## src/rtl/stall_ctrl.sv

```systemverilog
// stall_ctrl: pipeline hold/bubble controller for the 5-stage core.
// Freezes the PC and pipeline registers and injects bubbles for load-use
// hazards, instruction-memory misses, multi-cycle data accesses and halt.
// Ports:
//   clk, rst           - clock, synchronous active-high reset
//   ID_rs/ID_rt(+valid)- source registers read by the instruction in ID
//   EX_memRead/EX_regWrite/EX_writereg - load/destination info of EX instr
//   branch_or_jmp      - redirect this cycle
//   imem_stall         - fetch not ready
//   dmem_stall/done    - data access start / completion
//   WB_halt            - halt instruction reached WB
//   *_hold, *_bubble   - enables for PC and the four pipeline registers
//   state              - RUN=00, LU=01, MEMW=10, HALT=11
//   halted             - in HALT
//   dmem_timeout       - sticky: data access waited MEMW_TIMEOUT cycles
//   stall_cycles       - saturating count of cycles with pc_hold=1
module stall_ctrl #(
   parameter int MEMW_TIMEOUT = 255,
   parameter int CNT_W        = 16
) (
   input  logic             clk,
   input  logic             rst,
   input  logic [2:0]       ID_rs,
   input  logic [2:0]       ID_rt,
   input  logic             ID_rs_valid,
   input  logic             ID_rt_valid,
   input  logic             EX_memRead,
   input  logic             EX_regWrite,
   input  logic [2:0]       EX_writereg,
   input  logic             branch_or_jmp,
   input  logic             imem_stall,
   input  logic             dmem_stall,
   input  logic             dmem_done,
   input  logic             WB_halt,
   output logic             pc_hold,
   output logic             IF_ID_hold,
   output logic             IF_ID_bubble,
   output logic             ID_EX_hold,
   output logic             ID_EX_bubble,
   output logic             EX_MEM_hold,
   output logic             MEM_WB_bubble,
   output logic [1:0]       state,
   output logic             halted,
   output logic             dmem_timeout,
   output logic [CNT_W-1:0] stall_cycles
);

   typedef enum logic [1:0] {
      RUN  = 2'b00,
      LU   = 2'b01,
      MEMW = 2'b10,
      HALT = 2'b11
   } state_t;

   localparam logic [7:0]       TMO     = 8'(MEMW_TIMEOUT);
   localparam logic [CNT_W-1:0] CNT_ONE = {{(CNT_W-1){1'b0}}, 1'b1};

   state_t           cur, nxt;
   logic [7:0]       wait_cnt;
   logic             timeout_q;
   logic [CNT_W-1:0] stall_cnt;
   logic             load_use;
   logic             pc_h, ifid_h, ifid_b, idex_h, idex_b, exmem_h, memwb_b;

   // A redirect squashes the ID instruction, so no load-use stall is needed.
   assign load_use = EX_memRead & EX_regWrite & ~branch_or_jmp &
                     ((ID_rs_valid & (ID_rs == EX_writereg)) |
                      (ID_rt_valid & (ID_rt == EX_writereg)));

   always_comb begin
      nxt     = cur;
      pc_h    = 1'b0;
      ifid_h  = 1'b0;
      ifid_b  = 1'b0;
      idex_h  = 1'b0;
      idex_b  = 1'b0;
      exmem_h = 1'b0;
      memwb_b = 1'b0;
      case (cur)
         RUN: begin
            if (WB_halt) begin
               pc_h = 1'b1; ifid_h = 1'b1; idex_h = 1'b1; exmem_h = 1'b1;
               nxt  = HALT;
            end else if (dmem_stall) begin
               // A done in the same cycle is still treated as a new stall.
               pc_h = 1'b1; ifid_h = 1'b1; idex_h = 1'b1; exmem_h = 1'b1;
               memwb_b = 1'b1;
               nxt  = MEMW;
            end else if (load_use) begin
               pc_h = 1'b1; ifid_h = 1'b1; idex_b = 1'b1;
               nxt  = LU;
            end else if (imem_stall) begin
               // On a redirect the PC must take the branch target.
               pc_h   = ~branch_or_jmp;
               ifid_b = 1'b1;
            end
         end
         // Bubble is already in EX; hazard is not re-evaluated.
         LU: nxt = RUN;
         MEMW: begin
            if (dmem_done) begin
               nxt = RUN;
            end else begin
               // Branch stays held in EX and re-asserts after release.
               pc_h = 1'b1; ifid_h = 1'b1; idex_h = 1'b1; exmem_h = 1'b1;
               memwb_b = 1'b1;
            end
         end
         HALT: begin
            pc_h = 1'b1; ifid_h = 1'b1; idex_h = 1'b1; exmem_h = 1'b1;
         end
         default: nxt = RUN;
      endcase
   end

   always_ff @(posedge clk) begin
      if (rst) begin
         cur       <= RUN;
         wait_cnt  <= 8'd0;
         timeout_q <= 1'b0;
         stall_cnt <= '0;
      end else begin
         cur <= nxt;
         if (cur != MEMW && nxt == MEMW) begin
            wait_cnt <= 8'd0;
         end else if (cur == MEMW && wait_cnt != 8'hFF) begin
            wait_cnt <= wait_cnt + 8'd1;
            if (wait_cnt + 8'd1 == TMO) timeout_q <= 1'b1;
         end
         if (pc_h && stall_cnt != {CNT_W{1'b1}}) stall_cnt <= stall_cnt + CNT_ONE;
      end
   end

   // Every output is forced low while reset is asserted.
   assign pc_hold       = pc_h    & ~rst;
   assign IF_ID_hold    = ifid_h  & ~rst;
   assign IF_ID_bubble  = ifid_b  & ~rst;
   assign ID_EX_hold    = idex_h  & ~rst;
   assign ID_EX_bubble  = idex_b  & ~rst;
   assign EX_MEM_hold   = exmem_h & ~rst;
   assign MEM_WB_bubble = memwb_b & ~rst;
   assign state         = rst ? 2'b00 : cur;
   assign halted        = (cur == HALT) & ~rst;
   assign dmem_timeout  = timeout_q & ~rst;
   assign stall_cycles  = rst ? '0 : stall_cnt;

endmodule
```

## config.mk

```make
export PLATFORM = sky130hd
export DESIGN_NAME = stall_ctrl
export DESIGN_NICKNAME = d
export VERILOG_FILES = /design/src/rtl/stall_ctrl.sv
export SDC_FILE = /design/constraint.sdc
export NUM_CORES = 1
export LEC_CHECK = 0
export ABC_AREA = 1
export ABC_CLOCK_PERIOD_IN_PS = 4450
export BUFFER_PORTS_ARGS = -buffer_cell sky130_fd_sc_hd__buf_2
export CAP_MARGIN = 20
export CORE_ASPECT_RATIO = 0.7
export CORE_MARGIN = 2
export CORE_UTILIZATION = 45
export CTS_CLUSTER_SIZE = 12
export DETAILED_ROUTE_END_ITERATION = 8
export GPL_TIMING_DRIVEN = 1
export HOLD_SLACK_MARGIN = 0.12
export PLACE_DENSITY = 0.74
export SLEW_MARGIN = 20
export SYNTH_ARGS = -nofsm -noshare
export SYNTH_HDL_FRONTEND = slang
export SYNTH_SLANG_ARGS = --single-unit
```

## constraint.sdc

```tcl
create_clock -name clk -period 4.45 [get_ports clk]
set_clock_uncertainty 0.1 [all_clocks]
set_input_delay 0.6675 -clock clk [delete_from_list [all_inputs] [get_ports clk]]
set_output_delay 0.6675 -clock clk [all_outputs]
set_load 0.05 [all_outputs]
```

==> impl_table.tex <==
\begin{tabular}{lr}
\hline
Metric & Value \\
\hline
\multicolumn{2}{l}{\textbf{Yosys}} \\
\quad Count of flip-flops with a built-in enable after synthesis & 0 \\
\quad Count of cell types in the netlist & 33 \\
\quad Proportion of register bits with asynchronous set or reset after synthesis & 0\% \\
\quad Post-synthesis average cell area & 6.40 sq um \\
\quad Share of the yosys chip area belonging to registers & 27.9\% \\
\quad Most instantiated flip-flop cell in the synthesis netlist & dfxtp\_1 \\
\quad Syn Nets & 326 \\
\quad Post-synthesis instance area & 1940 sq um \\
\quad Gate count after technology mapping & 303 \\
\quad Yosys warnings & 0 \\
\quad Total of flip-flops plus latches after synthesis & 27 \\
\multicolumn{2}{l}{\textbf{Clocking}} \\
\quad Number of gates given a new drive strength after cts & 0 \\
\quad Clock Sinks & 27 \\
\quad CTS tree & yes \\
\quad Clock transition at path regs & 0.09 ns \\
\quad Worst-case clock buffer depth & 2 \\
\quad \# H-tree levels & 1 \\
\quad Clock latency reported for the late side of the worst-skew pair & 0.28 ns \\
\quad Hold-fix buffers at CTS & 0 \\
\quad Number of buffers added by the clock tree synthesis step & 3 \\
\quad Count of buffers added by post-CTS timing repair for setup & 0 \\
\quad Clock tree root buffer cell & clkbuf\_8 \\
\multicolumn{2}{l}{\textbf{Setup path}} \\
\quad Kind of end point of the critical path & output pin \\
\quad Required time of the critical path & 3.68 ns \\
\quad Cell breakdown of the critical path & buf\_2 -> inv\_1 -> nand3\_1 -> nor3b\_1 -> buf\_2 \\
\quad Cell with the largest stage delay on the worst path & buf\_2 \\
\quad Critical path start-end classification & in -> out \\
\quad Top cell by count, worst path & buf\_2 \\
\quad Critical-path maximum fanout & 41 \\
\quad Delay of the slowest critical-path stage & 0.62 ns \\
\quad Critical Path AT & 2.11 ns \\
\quad Worst Setup Start Kind & input pin \\
\multicolumn{2}{l}{\textbf{Hold path}} \\
\quad Tightest Hold Check Type & reg -> reg \\
\multicolumn{2}{l}{\textbf{Timing}} \\
\quad Final period demand of the worst path & 2.88 ns \\
\quad Tightest hold margin & 0.396 ns \\
\quad Tightest slew margin relative to the limit & 45.6\% \\
\quad Number of setup violations in the final report & 0 \\
\quad Worst setup margin & 1.57 ns \\
\quad F\_max & 348 MHz \\
\quad Number of failing hold endpoints at the final stage & 0 \\
\quad Transition at the pin with the smallest max-transition slack & 0.817 ns \\
\quad Setup repair after global routing missed its margin & false \\
\quad Final total negative setup slack & 0 ns \\
\quad Final-report max-slew violation count & 0 \\
\quad Tcrit/Tclk final & 64.6\% \\
\multicolumn{2}{l}{\textbf{Placement}} \\
\quad Post-detailed-placement half-perimeter wirelength & 3490 um \\
\quad Port Buf Inserts & 46 \\
\quad Pre-CTS setup slack & 1.59 ns \\
\quad RD Place Congestion & 0.894 \\
\multicolumn{2}{l}{\textbf{GRT}} \\
\quad Number of antenna violations at the first check in global routing & 0 \\
\quad Overall Global Routing Usage & 20.2\% \\
\quad Number of global-route vias before repair & 1673 \\
\quad Maximum number of pins on one net before global-route repair & 42 \\
\quad First-pass GRT wire length & 7570 um \\
\quad Total grt overflow & 0 \\
\multicolumn{2}{l}{\textbf{Final layout}} \\
\quad Multi-input logic area & 1190 sq um \\
\quad Antenna diode count & 0 \\
\quad Fraction of layout cells with a size suffix above 1 & 22.7\% \\
\quad Total Nets Final & 368 \\
\quad Reg area & 541 sq um \\
\quad Fill cells & 438 \\
\quad Layout Area Growth over Synthesis & 14.7\% \\
\multicolumn{2}{l}{\textbf{Power and ir drop}} \\
\quad Static power due to leakage & 1.01 nW \\
\quad Worst-case vdd ir drop & 193 uV \\
\quad Pwr Density & 250 nW/um\^{}2 \\
\multicolumn{2}{l}{\textbf{Route}} \\
\quad Average vias per placed instance & 4.99 \\
\quad Wire length per cell & 11.8 um \\
\quad Total routed wirelength & 4690 um \\
\quad Number of nets with antenna violations after detailed routing & 0 \\
\quad Number of optimization iterations in the first detailed-route pass & 4 \\
\quad Starting DRC count in detailed routing & 167 \\
\quad Drt drc & 0 \\
\quad Vias post-DR & 1978 \\
\multicolumn{2}{l}{\textbf{Floorplanning}} \\
\quad Number of ports placed on the die boundary & 47 \\
\quad Horizontal extent of the die & 82.5 um \\
\quad Standard-cell rows & 19 \\
\quad Die Footprint & 4860 sq um \\
\quad Area of the core & 4020 sq um \\
\quad Die outline height & 58.9 um \\
\quad Initial Utilization & 48.3\% \\
\multicolumn{2}{l}{\textbf{Flow run}} \\
\quad Max-capacitance violation count & 0 \\
\multicolumn{2}{l}{\textbf{Status}} \\
\quad Result of the run & complete, no violations \\
\hline
\end{tabular}
kinds of logic (layout without fill, tap and decap cells):
| logic type | Yosys count | after routing | synth area share [%] |
|---|---|---|---|
| adders and majority gates | 3 | 3 | 1.94 |
| DFF | 27 | 27 | 27.9 |
| xor gates and xnor gates | 16 | 16 | 7.23 |
| buffers and inverters | 49 | 90 | 10.6 |
| AOI/OAI and AO/OA | 30 | 30 | 10.3 |
| and+or+nand+nor | 178 | 178 | 42.1 |
registers in the layout, indices dropped and copies added (netlist names):
name       count
wait_cnt       8
stall_cnt     16
cur            2
timeout_q      1
cell type report:
type | count | share of cell area, %
well taps | 52 | 2.92
multi-input cells | 227 | 53.6
clock inverters | 1 | 0.225
clock buffers | 3 | 1.86
flip-flops and latches | 27 | 24.3
inverters | 40 | 6.75
repair buffers | 46 | 10.3
Yosys cell counts (2+ instances only):
library cell / n / area share, %
nor2_1: 59 / 11
nand2_2: 9 / 2.9
ha_1: 3 / 1.9
nand2_1: 66 / 13
a21oi_1: 14 / 3.6
o21ai_0: 3 / 0.77
xor2_1: 14 / 6.3
inv_2: 3 / 0.58
clkbuf_1: 3 / 0.58
a21oi_2: 8 / 3.6
nand3_1: 12 / 3.1
buf_1: 2 / 0.39
dfxtp_1: 27 / 28
nand4_1: 17 / 5.5
xnor2_1: 2 / 0.90
nor3_1: 7 / 1.8
buf_2: 2 / 0.52
inv_1: 37 / 7.2
path summary, 6_finish.rpt:
| check | from | endpoint | slack, ns | depth (start not counted) |
|---|---|---|---|---|
| setup / recovery | rst | IF_ID_bubble | 1.57 | 5 |
| hold / removal | stall_cnt[13] | stall_cnt[13] | 0.40 | 2 |
| setup reg to reg | stall_cnt[0] | stall_cnt[0] | 2.33 | 9 |
| hold reg to reg | stall_cnt[13] | stall_cnt[13] | 0.40 | 2 |
power breakdown:
| part | switching, W | internal (W) | leakage (nW) | total, W |
|---|---|---|---|---|
| Clock | 0.0000785 | 0.0000629 | 0.0255 | 0.000141 |
| Sequential | 0.00000937 | 0.000250 | 0.219 | 0.000260 |
| Combinational | 0.000117 | 0.0000386 | 0.761 | 0.000156 |
| Total | 0.000205 | 0.000352 | 1.01 | 0.000557 |
placed cells by master (no fill, tap or decap), drive strengths merged, types with 2 or more instances in the layout:
master  synthesis  layout
a21oi          22      22
buf             6      46
clkbuf          3       3
dfxtp          27      27
ha              3       3
inv            40      40
nand2          76      76
nand3          14      14
nand4          17      17
nor2           59      59
nor3            8       8
o21ai           3       3
xnor2           2       2
xor2           14      14
critical path: cells and delay by family:
kind                   cells  cell delay [ns]
buffers and inverters      3             1.16
AND/OR/NAND/NOR            2             0.27
per-layer routing:
metal,up-vias,GRT usage [%],wire [um]
met5,-,0,0
met2,43,30.4,1890
met4,0,4.29,25
met3,2,4.45,223
li1,1041,-,-
met1,892,29.7,2550
per-stage QoR:
step	utilization, %	power, W	instances	cell area [sq um]
floorplan	-	0.000389	303	1940
global placement	54.2	0.000416	392	2180
detailed placement	54.2	0.000418	392	2180
CTS	55.4	0.000563	396	2220
global route	55.4	0.000591	396	2220
finish	55.4	0.000557	396	2220
Note: power is estimated with default switching activity, not from simulation.
